## config.mk

```make
export PLATFORM = sky130hd
export DESIGN_NAME = addsub_arbiter
export DESIGN_NICKNAME = d
export VERILOG_FILES = /design/src/rtl/addsub_arbiter.sv
export SDC_FILE = /design/constraint.sdc
export NUM_CORES = 1
export LEC_CHECK = 0
export CAP_MARGIN = 20
export CORE_ASPECT_RATIO = 0.9
export CORE_MARGIN = 1.5
export CORE_UTILIZATION = 35
export CTS_CLUSTER_DIAMETER = 100
export CTS_CLUSTER_SIZE = 28
export DETAILED_ROUTE_END_ITERATION = 16
export GPL_ROUTABILITY_DRIVEN = 0
export SLEW_MARGIN = 10
export SYNTH_ARGS = -nofsm -noshare
export SYNTH_HDL_FRONTEND = slang
export SYNTH_SLANG_ARGS = --single-unit
```

## constraint.sdc

```tcl
create_clock -name clk -period 4.35 [get_ports clk]
set_input_delay 0.87 -clock clk [delete_from_list [all_inputs] [get_ports clk]]
set_output_delay 0.87 -clock clk [all_outputs]
set_load 0.005 [all_outputs]
```

## src/rtl/addsub_arbiter.sv

```systemverilog
`default_nettype none
// +----------------------------------------------------------------------------+
// | Module      : addsub_arbiter                                                |
// | Description : Round-robin arbiter sharing one add/subtract datapath        |
// |               between two valid/ready requesters; one op in flight.        |
// |               Optional macro ADDSUB_ARB_FLAGS_EN adds per-port result      |
// |               flags {carry, overflow, negative, zero}.                     |
// | Revision    : 1.0 - initial release                                        |
// +----------------------------------------------------------------------------+
module addsub_arbiter #(
  parameter int WIDTH = 32
) (
  input  logic             clk,
  input  logic             rst,
  input  logic             req0_valid,
  output logic             req0_ready,
  input  logic             req0_op,
  input  logic [WIDTH-1:0] req0_a,
  input  logic [WIDTH-1:0] req0_b,
  output logic             rsp0_valid,
  input  logic             rsp0_ready,
  output logic [WIDTH-1:0] rsp0_data,
  input  logic             req1_valid,
  output logic             req1_ready,
  input  logic             req1_op,
  input  logic [WIDTH-1:0] req1_a,
  input  logic [WIDTH-1:0] req1_b,
  output logic             rsp1_valid,
  input  logic             rsp1_ready,
  output logic [WIDTH-1:0] rsp1_data,
  output logic             busy
`ifdef ADDSUB_ARB_FLAGS_EN
  ,
  output logic [3:0]       rsp0_flags,
  output logic [3:0]       rsp1_flags
`endif
);

  typedef enum logic [1:0] {
    IDLE = 2'd0,
    EXEC = 2'd1,
    RESP = 2'd2
  } state_t;

  state_t           state_q, state_d;
  logic             ptr_q, ptr_d;       // port holding priority in IDLE
  logic             owner_q, owner_d;   // port whose operation is in flight
  logic             op_q;
  logic [WIDTH-1:0] a_q, b_q, res_q;

  logic [1:0]       w_req_valid;
  logic [1:0]       w_rsp_ready;
  logic             w_grant;
  logic             w_accept;
  logic [WIDTH-1:0] w_b_eff;
  logic [WIDTH-1:0] w_sum;

  assign w_req_valid = {req1_valid, req0_valid};
  assign w_rsp_ready = {rsp1_ready, rsp0_ready};

  // Next-state, grant selection and priority rotation
  always_comb begin
    state_d  = state_q;
    ptr_d    = ptr_q;
    owner_d  = owner_q;
    w_grant  = ptr_q;
    w_accept = 1'b0;
    unique case (state_q)
      IDLE: begin
        if (w_req_valid[ptr_q]) begin
          w_grant  = ptr_q;
          w_accept = 1'b1;
        end else if (w_req_valid[~ptr_q]) begin
          w_grant  = ~ptr_q;
          w_accept = 1'b1;
        end
        if (w_accept) begin
          owner_d = w_grant;
          state_d = EXEC;
        end
      end
      EXEC: state_d = RESP;
      RESP: begin
        // Early rsp_ready is harmless: only sampled here, in RESP
        if (w_rsp_ready[owner_q]) begin
          state_d = IDLE;
          ptr_d   = ~owner_q;
        end
      end
      default: state_d = IDLE;
    endcase
  end

  assign req0_ready = w_accept & ~w_grant;
  assign req1_ready = w_accept &  w_grant;

  // Control state registers
  always_ff @(posedge clk or posedge rst) begin
    if (rst) begin
      state_q <= IDLE;
      ptr_q   <= 1'b0;
      owner_q <= 1'b0;
    end else begin
      state_q <= state_d;
      ptr_q   <= ptr_d;
      owner_q <= owner_d;
    end
  end

  // Capture the granted port's operation on accept
  always_ff @(posedge clk or posedge rst) begin
    if (rst) begin
      op_q <= 1'b0;
      a_q  <= '0;
      b_q  <= '0;
    end else if (w_accept) begin
      op_q <= w_grant ? req1_op : req0_op;
      a_q  <= w_grant ? req1_a  : req0_a;
      b_q  <= w_grant ? req1_b  : req0_b;
    end
  end

  // Subtract is a + ~b + 1 so one adder serves both operations
  assign w_b_eff = op_q ? ~b_q : b_q;

`ifdef ADDSUB_ARB_FLAGS_EN
  logic [WIDTH:0] w_sum_ext;
  logic [3:0]     w_flags;
  logic [3:0]     flags_q;

  assign w_sum_ext = {1'b0, a_q} + {1'b0, w_b_eff} + {{WIDTH{1'b0}}, op_q};
  assign w_sum     = w_sum_ext[WIDTH-1:0];
  // Overflow: operands of equal sign produce a result of the other sign
  assign w_flags   = {w_sum_ext[WIDTH],
                      (a_q[WIDTH-1] == w_b_eff[WIDTH-1]) && (w_sum[WIDTH-1] != a_q[WIDTH-1]),
                      w_sum[WIDTH-1],
                      (w_sum == '0)};

  // Flags registered alongside the result
  always_ff @(posedge clk or posedge rst) begin
    if (rst) begin
      flags_q <= 4'd0;
    end else if (state_q == EXEC) begin
      flags_q <= w_flags;
    end
  end

  assign rsp0_flags = rsp0_valid ? flags_q : 4'd0;
  assign rsp1_flags = rsp1_valid ? flags_q : 4'd0;
`else
  assign w_sum = a_q + w_b_eff + {{(WIDTH-1){1'b0}}, op_q};
`endif

  // Result register, written in the single EXEC cycle
  always_ff @(posedge clk or posedge rst) begin
    if (rst) begin
      res_q <= '0;
    end else if (state_q == EXEC) begin
      res_q <= w_sum;
    end
  end

  assign rsp0_valid = (state_q == RESP) && !owner_q;
  assign rsp1_valid = (state_q == RESP) &&  owner_q;
  assign rsp0_data  = rsp0_valid ? res_q : '0;
  assign rsp1_data  = rsp1_valid ? res_q : '0;
  assign busy       = (state_q != IDLE);

endmodule
`default_nettype wire

```

== Word level (Yosys, flattened, before mapping) ==
Cells that the tools add are included.

* Bits in registers: 101
* Bits of input ports: 136
* Output and inout port bits: 69
* Logic and storage cells: 52

* $add $sub $neg: 2
* Order comparisons: 3
* Eq/ne operators: 4
* Muxes and demuxes: 22
* Bitwise operators: 6
* Reduce and logical (&&, ||, !) cells: 8

{| class="wikitable"
|+ Operators by type and width
! cell !! count
|-
| two-way mux 32 bit || 5
|-
| adder 32 x 1 -> 32 bit || 1
|-
| adder 32 bit || 1
|-
| inverter 32 bit || 1
|-
| two-way mux 1 bit || 14
|-
| less-than comparator 1 x 2 -> 1 bit, second input constant || 3
|-
| case mux 2 bit (3 select lines) || 1
|-
| AND reduction 2 bit || 3
|-
| two-way mux 2 bit || 2
|-
| inverter 1 bit || 3
|-
| AND 1 bit || 2
|-
| equality test 2 x 1 -> 1 bit, second input constant || 1
|-
| equality test 2 bit, second input constant || 1
|-
| logical AND 1 bit || 2
|-
| zero test 2 bit || 1
|-
| inequality test 2 x 1 -> 1 bit, second input constant || 1
|-
| inequality test 2 bit, second input constant || 1
|-
| nonzero test 2 bit || 1
|-
| zero test 1 bit || 1
|}

== Longest topological paths before layout ==
Gate-level depths: netlist (run 1).

* Depth in word-level cells: 8
* Depth in mapped cells: 12
* Gate-level depth less buffers: 10

== Worst setup path before layout (run 1) ==
No wires, ideal clock.

* Path kind: reg-to-reg
* From: reg op_q
* To: reg res_q[26]
* Setup time: 126 ps
* Arrival: 3118 ps
* Data required time: 4224 ps
* Slack: 1106 ps
* Cell stages (with the launch flop): 13
* Buffers on the path: 2
* Clock period less this slack: 3244 ps
* Cell sequence: dfrtp_1 > buf_2 > buf_1 > xor2_1 > inv_1 > fa_1 > nor2b_2 > o211ai_2 > a311o_2 > a21oi_4 > a21oi_2 > o41a_1 > a221o_1

* Word-level cells in the longest chain between the ends: 3

{| class="wikitable"
|+ RTL lines
! item !! line !! source
|-
| start: declaration || 48 || <nowiki>logic op_q;</nowiki>
|-
| start signal: assignment || 117 || <nowiki>op_q <= w_grant ? req1_op : req0_op;</nowiki>
|-
| two-way mux 32 bit || 124 || <nowiki>assign w_b_eff = op_q ? ~b_q : b_q;</nowiki>
|-
| adder 32 bit || 151 || <nowiki>assign w_sum = a_q + w_b_eff + {{(WIDTH-1){1'b0}}, op_q};</nowiki>
|-
| adder 32 x 1 -> 32 bit * || 151 ||
|-
| end signal: assignment || 159 || <nowiki>res_q <= w_sum;</nowiki>
|-
| end: declaration || 49 || <nowiki>logic [WIDTH-1:0] a_q, b_q, res_q;</nowiki>
|}

Mark *: on every way between the ends. The rest lies on a longest branch, timed or not.
A chain may end at the register's enable or synchronous reset.

== Worst setup path in the final report (run 1) ==
* From: reg op_q
* To: reg res_q[30]

The elaborated chain is that of the path after synthesis.

==> impl_metrics.yaml, run 1 <==
die:
  rows: 47
  die_h_um: 132.7
  dieArea_um2: 19530
  core-area_um2: 18350
  die_w_um: 147.1
  io_pins: 205
  start_util: 0.3567
power:
  p_clk_frac: 0.104
  seqPwrFrac: 0.219
  power-per-cell-area_nw_per_um2: 917.7
  p_int_mw: 4.249
  switchingPower_mw: 4.068
  swShare: 0.4892
  p_leak_nw: 4.281
  comb_power_share: 0.677
  max-vdd-ir-drop_mv: 0.5152
timing:
  fin_ws_ns: 0.9668
  setup_viol: 0
  finClkSkew_ns: 0.008244
  drv_slew: 0
  worstMarginPinSlew_ns: 0.7796
  hold_violations: 0
  post-route-period-util: 0.7777
  slew-limit-headroom: 0.4797
  final.min_clock_period_ns: 3.383
  setup_tns_ns: 0
  rsz0062_at_grt: "no"
  max_freq_mhz: 295.6
synth:
  synth-seq-cells: 101
  async_reset_ff_frac: 1.000
  synth_edf_count: 0
  avgSynthCellArea_um2: 9.116
  yosysSeqAreaShare: 0.3862
  synth-main-ff-cell: "dfrtp_1"
  mappedNetlistArea_um2: 6545
  synth_top_area_cell: "dfrtp_1"
  yosysUniqueCellTypes: 59
  synth_top_area_share: 0.3862
  synth_area_leaders: "dfrtp_1, a222oi_1, and3_1, ha_1, xor2_1"
  synth_warnings: 0
  syn_nets: 888
  syn_inst: 718
cts:
  tritoncts: "done"
  clk_latency_ns: 0.35
  cts_resized: 0
  numCtsBuffers: 9
  htreeDepth: 3
  post_cts_buffers: 0
  cts.hold.buffers_added: 0
  ctsRootBufferMaster: "clkbuf_16"
  cts_buffer_depth: 2
  clkSinkCount: 101
  clk_pin_slew_ns: 0.06
route:
  drc: 0
  routed_wl_um: 19410
  first_iter_violations: 521
  firstDrtPassIters: 8
  drtAntennaViolNets: 0
  via_count: 6039
  vias_per_cell: 5.307
  wl_per_cell_um: 17.05
worst_setup_path:
  endpoint_kind: "flip-flop"
  start_kind: "flip-flop"
  arrival_ns: 3.60
  worst-setup-path-type: "flip-flop to flip-flop"
  cp.required_ns: 4.57
  crit_fanout: 32
hold_path:
  hp-class: "flip-flop to flip-flop"
finish:
  num_antenna_cells: 0
  fillers: 1807
  drive_gt1_frac: 0.04479
  area_delta_synth_final_pct: 38.48
  fin_nets: 1058
placement:
  place_hpwl_um: 15010
  io_buffers: 204
  place_ws_ns: 1.023
status:
  outcome: "complete, no violations"
grt:
  grt_antenna_before_repair: 0
  grt_pass1_vias: 5565
  grt_pass1_wl_um: 30950
  grtUsageTotal: 0.1994
  grt_overflow: 0
  grt_max_degree: 68
job:
  maxCapViolCount: 0
[synthesized netlist by cell type, drive strengths merged (9+ instances only)]
cell    number
inv         79
ha          33
clkbuf      45
a222oi      65
xnor2       16
nand4       11
dfrtp      101
nand2       58
a21oi       43
nor2        23
o21ai       44
and3        67
nand3        9
xor2        39
[per-layer routing]
layer / share of wire / up-vias / GRT usage
li1: - / 3007 / -
met1: 0.52 / 2761 / 0.3197
met2: 0.38 / 261 / 0.2624
met3: 0.092 / 10 / 0.05276
met4: 0.0076 / 0 / 0.03889
met5: 0 / - / 0
[power by group through the flow]
stage	sequential, mW	clock (mW)	combinational, mW
3_3_place_gp	1.83	0	5.52
5_1_grt	1.89	0.919	6.27
4_1_cts	1.83	0.884	5.59
2_1_floorplan	1.65	0	4.19
3_5_place_dp	1.84	0	5.56
6_report	1.82	0.866	5.63
[flip-flops by register name (all words and copies together) (netlist names)]
| register | count |
|---|---|
| op_q | 1 |
| b_q | 32 |
| res_q | 32 |
| a_q | 32 |
| state_q | 2 |
| owner_q | 1 |
| ptr_q | 1 |
[worst max-delay path: stages, from the launching register on]
cell and delay (ns):
dfrtp_1 0.36, buf_4 0.44, xor2_1 0.13, ha_1 0.38
a21oi_1 0.24, o21ai_0 0.18, a221oi_1 0.61, o31ai_1 0.19
a21oi_1 0.35, mux2i_1 0.25, nand3_1 0.11
[stage by stage]
step | hold WS (ns) | std cells | cell area [µm²] | total power, mW | util
CTS | 0.4926 | 1138 | 9064 | 8.306 | 0.4940
finish | 0.4850 | 1138 | 9064 | 8.317 | 0.4940
floorplan | 0.4541 | 718 | 6545 | 5.836 | -
global placement | 0.4675 | 1122 | 8745 | 7.357 | 0.4766
detailed placement | 0.4786 | 1122 | 8745 | 7.406 | 0.4766
global route | 0.5346 | 1138 | 9064 | 9.079 | 0.4940
[layout by cell type, fill, tap and decap left out, drive strengths merged, types with 11 or more instances in the layout]
cell             n
clkdlybuf4s50  204
o21ai           44
nand2           58
a21oi           43
clkbuf          13
a222oi          65
ha              33
nand4           11
dfrtp          101
xor2            39
xnor2           16
nor2            23
and3            67
inv             79
[layout make-up]
| cell class | count | area, µm² | area share |
|---|---|---|---|
| Clock inverter | 3 | 68.82 | 0.007592 |
| Tap cell | 245 | 306.5 | 0.03382 |
| Timing Repair Buffer | 212 | 2115 | 0.2333 |
| Sequential cell | 101 | 2527 | 0.2789 |
| Inverter | 79 | 299.0 | 0.03299 |
| Clock buffer | 13 | 250.2 | 0.02761 |
| Multi-Input combinational cell | 485 | 3497 | 0.3858 |
[worst paths after layout]
check / from / endpoint / slack, ns / cells after the start
setup / recovery: op_q$_DFFE_PP0P_ / res_q[30]$_DFFE_PP0N_ / 0.97 / 10
hold / removal: res_q[19]$_DFFE_PP0N_ / res_q[19]$_DFFE_PP0N_ / 0.48 / 2
setup reg to reg: op_q$_DFFE_PP0P_ / res_q[30]$_DFFE_PP0N_ / 0.97 / 10
hold reg to reg: res_q[19]$_DFFE_PP0N_ / res_q[19]$_DFFE_PP0N_ / 0.48 / 2
max in group asynchronous: rst / res_q[22]$_DFFE_PP0N_ / 2.66 / 3
min in group asynchronous: rst / b_q[7]$_DFFE_PP0P_ / 0.98 / 2
[cell families after synthesis]
kind of cell | after synthesis | synth area share
mux | 4 | 0.006309
buf+inv | 132 | 0.08469
flops | 101 | 0.3862
fa+ha+maj | 34 | 0.06614
xor+xnor | 55 | 0.07360
simple gates | 189 | 0.1487
compound gates | 203 | 0.2344
Power figures use the tool's default switching activity.
==> run 2: changes to the inputs <==
Clock period 4.35 ns to 3.25 ns, I/O delays scaled along.
==> run 2 against run 1 <==
Worst hold slack improved by 0.0028 ns. Critical path type is now flip-flop to output pin. Critical path depth fell by 6. Non-clock buffer count rose by 6. Clock skew rose by 0.0054 ns. Flip-flop and latch count did not move. Wire length rose by 2.1%.
==> impl_metrics.yaml, run 2 (synthesized netlist as in run 1, its figures left out) <==
power:
  swShare: 0.4881
  switchingPower_mw: 5.538
  p_leak_nw: 4.322
  seqPwrFrac: 0.217
  max-vdd-ir-drop_mv: 0.6146
  p_int_mw: 5.809
  p_clk_frac: 0.105
  comb_power_share: 0.678
  power-per-cell-area_nw_per_um2: 1241
finish:
  num_antenna_cells: 0
  fin_util: 0.4984
  area_delta_synth_final_pct: 39.72
  fin_nets: 1064
  reg_top3: "a_q: 32 flops, b_q: 32 flops, res_q: 32 flops"
  layout_common_cells: "clkdlybuf4s50_1, dfrtp_1, inv_1"
  final_common_cell: "clkdlybuf4s50_1"
  drive_gt1_frac: 0.05457
cts:
  clk_pin_slew_ns: 0.07
  clk_latency_ns: 0.36
  cts_resized: 0
  cts.hold.buffers_added: 0
  clkSinkCount: 101
  cts_buffer_depth: 2
  numCtsBuffers: 9
  tritoncts: "done"
  ctsRootBufferMaster: "clkbuf_16"
  htreeDepth: 3
  post_cts_buffers: 0
route:
  wl_per_cell_um: 17.34
  drtAntennaViolNets: 0
  firstDrtPassIters: 9
  first_iter_violations: 555
  routed_wl_um: 19820
  via_count: 6164
  drc: 0
  vias_per_cell: 5.393
grt:
  met1_usage: 0.3211
  grt_antenna_before_repair: 0
  grt_pass1_vias: 5647
  use_met3: 0.05345
  grt_max_degree: 102
  grtUsageTotal: 0.1998
  grt_busiest_layer: "met1"
  grt_overflow: 0
  grt_use_met2: 0.2595
  grt_pass1_wl_um: 30900
timing:
  post-route-period-util: 0.9564
  hold_violations: 0
  holdWs_ns: 0.4878
  max_freq_mhz: 321.7
  final.min_clock_period_ns: 3.108
  rsz0062_at_grt: "no"
  setup_tns_ns: 0
  setup_viol: 0
  drv_slew: 0
  worstMarginPinSlew_ns: 0.8040
  slew-limit-headroom: 0.4634
  finClkSkew_ns: 0.01369
worst_setup_path:
  start_kind: "flip-flop"
  worst-setup-path-type: "flip-flop to output pin"
  cp.required_ns: 2.60
  endpoint_kind: "output pin"
  crit_fanout: 5
  crit_chain: "nor2_1 -> inv_1 -> a211oi_4 -> clkdlybuf4s50_1"
  r2r-start: "op_q$_DFFE_PP0P_"
  crit_start: "state_q[1]$_DFFE_PP0P_"
  arrival_ns: 2.46
  slowest_stage: "clkdlybuf4s50_1"
  critPathMaxStageDelay_ns: 0.58
die:
  core-area_um2: 18350
  die_w_um: 147.1
  die_h_um: 132.7
  start_util: 0.3567
  io_pins: 205
  rows: 47
  dieArea_um2: 19530
hold_path:
  hp-class: "flip-flop to flip-flop"
  hp-start: "res_q[1]$_DFFE_PP0N_"
job:
  maxCapViolCount: 0
status:
  outcome: "complete, no violations"
placement:
  place_hpwl_um: 14990
  io_buffers: 204
## run 2: cell types whose count changed in the layout (fill, tap and decap cells not counted), sizes merged
cell      previous run  this run
clkinvlp             0         1
buf                  8        14
clkbuf              13        12
inv                 79        78
## run 2: power groups by stage
stage | logic, mW | registers (mW) | clock network, mW
finish | 7.70 | 2.46 | 1.19
detailed placement | 7.49 | 2.50 | 0
global placement | 7.45 | 2.48 | 0
CTS | 7.53 | 2.48 | 1.21
global route | 8.50 | 2.55 | 1.26
floorplan | 5.61 | 2.20 | 0
## run 2: metal layers
metal / vias up / share of wire
met5: - / 0
met4: 0 / 0.0063
met3: 10 / 0.096
met2: 308 / 0.38
met1: 2833 / 0.51
li1: 3013 / -
## run 2: cell type report
cell class                 instances  area (µm²)
clock buffer                      12       256.5
multi-input combinational        485        3510
fill                            1788        9203
sequential                       101        2527
clock inverter                     3       68.82
tap                              245       306.5
timing repair buffer             218        2176
inverter                          79       300.3
## run 2: critical path: cells and delay by family (launching register included)
family	cells	cell delay [ns]
AOI/OAI and AO/OA	1	0.42
buffers and inverters	2	0.83
DFF	1	0.41
and+or+nand+nor	1	0.43
## run 2: stage by stage
step           worst slack [ns]  std cells  area (µm²)  total power [mW]
2_1_floorplan          0.006479        718        6549             7.812
3_3_place_gp             0.2378       1127        8783             9.927
3_5_place_dp             0.1460       1127        8783             9.987
4_1_cts                  0.1213       1142        9109             11.22
5_1_grt                 0.02308       1143        9145             12.31
6_report                 0.1416       1143        9145             11.35
## run 2: path summary, 6_finish.rpt
check | endpoint | slack [ns] | cells past startpoint
hold / removal | res_q[1]$_DFFE_PP0N_ | 0.49 | 2
setup reg to reg | res_q[31]$_DFFE_PP0N_ | 0.16 | 11
max in group asynchronous | b_q[10]$_DFFE_PP0P_ | 2.05 | 3
hold reg to reg | res_q[1]$_DFFE_PP0N_ | 0.49 | 2
setup / recovery | req0_ready | 0.14 | 4
min in group asynchronous | res_q[18]$_DFFE_PP0N_ | 0.80 | 3
==> run 3: changes to the inputs <==
Settings changed: RECOVER_POWER set to 25.
==> run 3 against run 2 <==
Critical path type unchanged. Die area unchanged. Fmax decreased by 0.52%. Global-route usage unchanged. Critical path depth unchanged. Worst setup slack got worse by 0.016 ns. Sequential power about the same.
==> impl_metrics.yaml, run 3 (synthesized netlist as in run 1, its figures left out) <==
cts:
  cts_buffer_depth: 2
  tritoncts: "done"
  clk_latency_ns: 0.36
  post_cts_buffers: 0
  ctsRootBufferMaster: "clkbuf_16"
  cts.hold.buffers_added: 0
  clkSinkCount: 101
  clk_pin_slew_ns: 0.07
  numCtsBuffers: 9
  cts_resized: 0
  htreeDepth: 3
timing:
  setup_viol: 0
  final.min_clock_period_ns: 3.125
  slew-limit-headroom: 0.08297
  hold_violations: 0
  drv_slew: 0
  finClkSkew_ns: 0.01173
  rsz0062_at_grt: "no"
  post-route-period-util: 0.9614
  max_freq_mhz: 320.0
  worstMarginPinSlew_ns: 1.376
  setup_tns_ns: 0
worst_setup_path:
  start_kind: "flip-flop"
  worst-setup-path-type: "flip-flop to output pin"
  critPathTopFamily: "buffers and inverters"
  crit_chain: "nor2_1 -> inv_1 -> a211oi_4 -> clkdlybuf4s50_1"
  slowest_stage: "clkdlybuf4s50_1"
  critPathMaxStageDelay_ns: 0.58
  cp.required_ns: 2.60
  arrival_ns: 2.47
  r2r_slack_ns: 0.19
  reg2reg_depth: 10
  path_buf_inv: 2
  r2r-end: "res_q[26]$_DFFE_PP0N_"
  endpoint_kind: "output pin"
  crit_fanout: 5
  r2r-start: "op_q$_DFFE_PP0P_"
hold_path:
  hp-class: "flip-flop to flip-flop"
  hold_path_end: "res_q[1]$_DFFE_PP0N_"
  hp-start: "res_q[1]$_DFFE_PP0N_"
  holdPathStages: 2
die:
  die_h_um: 132.7
  io_pins: 205
  die_w_um: 147.1
  dieArea_um2: 19530
  rows: 47
  start_util: 0.3567
  core-area_um2: 18350
finish:
  final_area_um2: 9131
  final_common_cell: "clkdlybuf4s50_1"
  layout_common_cells: "clkdlybuf4s50_1, dfrtp_1, inv_1"
  num_antenna_cells: 0
  fin_nets: 1064
  area_delta_synth_final_pct: 39.51
  layout.cells.non_filler: 1143
  reg_top3: "a_q: 32 flops, b_q: 32 flops, res_q: 32 flops"
  drive_gt1_frac: 0.05345
  fillers: 1789
grt:
  grt_pass1_vias: 5647
  grt_overflow: 0
  met1_usage: 0.3211
  grt_use_met2: 0.2595
  grt_pass1_wl_um: 30900
  grt_busiest_layer: "met1"
  use_met3: 0.05345
  grtUsageTotal: 0.1998
  grt_max_degree: 102
  grt_antenna_before_repair: 0
route:
  firstDrtPassIters: 8
  vias_per_cell: 5.374
  drtAntennaViolNets: 0
  drc: 0
  first_iter_violations: 582
  via_count: 6143
  routed_wl_um: 19740
  wl_per_cell_um: 17.27
power:
  p_int_mw: 5.805
  comb_power_share: 0.678
  power-per-cell-area_nw_per_um2: 1242
  max-vdd-ir-drop_mv: 0.6145
  seqPwrFrac: 0.217
  p_leak_nw: 4.317
  swShare: 0.4882
  switchingPower_mw: 5.537
  p_clk_frac: 0.104
placement:
  io_buffers: 204
  dpl.cell_count: 1127
  dpl_cell_area_um2: 8783
  place_hpwl_um: 14990
job:
  maxCapViolCount: 0
status:
  outcome: "complete, no violations"
[run 3: changes by cell type in the layout (fill, tap and decap cells not counted)]
| cell | change |
|---|---|
| or2b_1 | +1 |
| buf_12 | -1 |
| dlygate4sd3_1 | +1 |
| clkbuf_4 | +1 |
| clkdlybuf4s50_1 | -1 |
| or2b_2 | -1 |
[run 3: worst min-delay path, cell delays in order, from the launching register on]
cell     delay [ns]
dfrtp_1        0.35
nand2_1        0.05
o21ai_0        0.06
[run 3: layout make-up]
type / instances / area (µm²) / share of cell area
clock buffer: 12 / 256.5 / 0.02809
multi-input combinational: 485 / 3508 / 0.3842
inverter: 79 / 300.3 / 0.03289
timing repair buffer: 218 / 2163 / 0.2369
sequential: 101 / 2527 / 0.2768
clock inverter: 3 / 68.82 / 0.007536
tap: 245 / 306.5 / 0.03357
[run 3: worst max-delay path by stage]
stage | start | endpoint | slack, ns | cells past startpoint
2_1_floorplan | op_q$_DFFE_PP0P_ | res_q[26]$_DFFE_PP0N_ | 0.006 | 12
3_3_place_gp | op_q$_DFFE_PP0P_ | res_q[28]$_DFFE_PP0N_ | 0.24 | 11
3_5_place_dp | op_q$_DFFE_PP0P_ | res_q[31]$_DFFE_PP0N_ | 0.15 | 11
4_1_cts | op_q$_DFFE_PP0P_ | res_q[30]$_DFFE_PP0N_ | 0.12 | 11
5_1_grt | op_q$_DFFE_PP0P_ | res_q[31]$_DFFE_PP0N_ | 0.02 | 11
6_report | state_q[1]$_DFFE_PP0P_ | req0_ready | 0.13 | 4
[run 3: power by group through the flow]
| stage | clock network, mW | registers (mW) | logic, mW |
|---|---|---|---|
| CTS | 1.21 | 2.48 | 7.53 |
| detailed placement | 0 | 2.50 | 7.49 |
| finish | 1.18 | 2.46 | 7.70 |
| global placement | 0 | 2.48 | 7.45 |
| floorplan | 0 | 2.20 | 5.61 |
| global route | 1.26 | 2.55 | 8.50 |
[run 3: per-stage QoR]
stage	power [mW]	hold slack (ns)	util	setup slack, ns
CTS	11.22	0.4939	0.4965	0.1213
global placement	9.927	0.4685	0.4787	0.2378
detailed placement	9.987	0.4786	0.4787	0.1460
finish	11.34	0.4873	0.4977	0.1255
global route	12.31	0.5148	0.4977	0.02308
floorplan	7.812	0.4541	-	0.006479
[run 3: metal layers]
layer / share of wire / routed length [µm] / up-vias
li1: - / - / 3015
met1: 0.52 / 10200 / 2834
met2: 0.38 / 7561 / 285
met3: 0.094 / 1852 / 9
met4: 0.0063 / 125 / 0
met5: 0 / 0 / -
==> patch: new RTL, flow settings as in run 3 <==
The parameter `WIDTH` goes from 32 to 48.
--- a/src/rtl/addsub_arbiter.sv
+++ b/src/rtl/addsub_arbiter.sv
@@ -8,7 +8,7 @@
 // | Revision    : 1.0 - initial release                                        |
 // +----------------------------------------------------------------------------+
 module addsub_arbiter #(
-  parameter int WIDTH = 32
+  parameter int WIDTH = 48
 ) (
   input  logic             clk,
   input  logic             rst,
Interface: changed (6 resized); port bits go from 205 to 301. The function was not compared with the original's and may differ.
==> patch against run 3 <==
- the run now ends with max-capacitance violations, max-slew violations left
- wire length increased by 54%
- via count increased by 50%
- combinational power increased by 70%
- design area increased by 53%
- area after synthesis increased by 46%
- setup slack got worse by 82 ps
- total power increased by 66%
- sequential cell count increased by 48
- critical endpoint is now res_q[47]
- highest routed layer unchanged
==> patch: results <==
[clock_tree]
cts_htree_levels = 4
tritoncts.num_buffers = 17
clock_latency_ps = 430
max-clock-path-buffers = 2

[final_layout]
final.fill_count = 2533
area_growth_pct = 46.54
biggestRegsByFlops = "a_q x48, b_q x48, res_q x48"
num-nonclk-buffers = 357
fraction_of_area_in_multi_input_gates_pct = 40.45
num-nets-final = 1675
clock_buffers = 18
nMultiInputCombCells = 882
post_route_cells_drive_above_1_share_pct = 10.08
clock_area_share_pct = 4.316
final.signal_inverter_count = 18
antenna_cells = 0
non_clock_buffer_area_share_pct = 24.93

[routing]
drt-vias-per-instance = 5.140
drt-pass1-iter-count = 4
routed.top_layer = "met4"
detailroute.wirelength.met3_um = 1628
met1_layer_wirelength_in_the_final_routing_um = 14650
average_wire_per_standard_cell_um = 16.95
met2_routed_wirelength_um = 13690

[worst_setup_path]
worst-path-max-fanout = 12
cp_slowest_stage_delay_ps = 420
critical-path-top-delay-family = "compound AO/OA/AOI/OAI gates"
crit_path_top_delay_cell = "sky130_fd_sc_hd__dfrtp_2"
crit_path_arrival_time_ps = 3490

[timing]
tightest_slew_ps = 2021
hold-worst-slack_ps = 496.2
timing.final.max_slew_violations = 151
clock_skew_ps = 9.660
fin_crit_ps = 3206

[placement]
io_buffer_count = 300
placed_cells_incl_taps = 1752
dpl_worst_slack_ps = -95.59
postPlaceCellArea_um2 = 13170
detailedPlacementHpwl_um = 22240

[power_and_ir_drop]
power_leakage_nw = 6.566
vdd_drop_max_v = 0.0005086

[job]
cap_violations = 2

[synth]
synth_common_cells = "271 x sky130_fd_sc_hd__nand2_1, 149 x sky130_fd_sc_hd__dfrtp_1, 99 x sky130_fd_sc_hd__and3_1"
postSynthRegisterBits = 149
postSynthNetCount = 1374
synth_area_leaders = "sky130_fd_sc_hd__dfrtp_1 39%, sky130_fd_sc_hd__nand2_1 11%, sky130_fd_sc_hd__a22oi_1 7.6%"
syn-mean-instance-area_um2 = 8.500

[global_route]
globalRouteTotalUtil_pct = 21.27
wire_length_of_the_first_global_routing_pass_um = 47960
grt_util_met3_pct = 4.381
grt_start_max_net_pins = 100
globalRouteMet1Util_pct = 30.22
grtUsageMet2_pct = 33.15

[run_status]
violations = "max-capacitance violations, max-slew violations"
outcome = "finished with violations"

[hold_path]
path_type_of_the_worst_min_delay_path = "reg2reg"
-- patch: logic make-up after synthesis --
group,after synthesis,share of synthesized area (%)
flip-flops,149,39.03
XOR/XNOR,85,7.792
buffers and inverters,93,4.020
AO/OA/AOI/OAI,289,20.02
adder cells (fa/ha/maj),50,6.627
multiplexers,2,0.2226
AND/OR/NAND/NOR,456,22.29
-- patch: timing repair --
action / 4_1_cts / 5_1_grt
hold buffers: 0 / 0
endpoints found under the setup margin: 6 / 25
pin swaps: 8 / 23
gates resized for setup: 11 / 30
setup buffers: 2 / 6
-- patch: path summary, 6_finish.rpt --
path | start | to | depth (start not counted)
max in group asynchronous | rst | op_q | 3
hold reg to reg | res_q[43] | res_q[43] | 2
min in group asynchronous | rst | a_q[4] | 3
setup / recovery | op_q | res_q[47] | 14
hold / removal | res_q[43] | res_q[43] | 2
setup reg to reg | op_q | res_q[47] | 14
-- patch: power breakdown --
part           switching [mW]  internal [mW]
Combinational            7.21           5.90
Clock                   0.879           1.18
Sequential              0.861           2.85
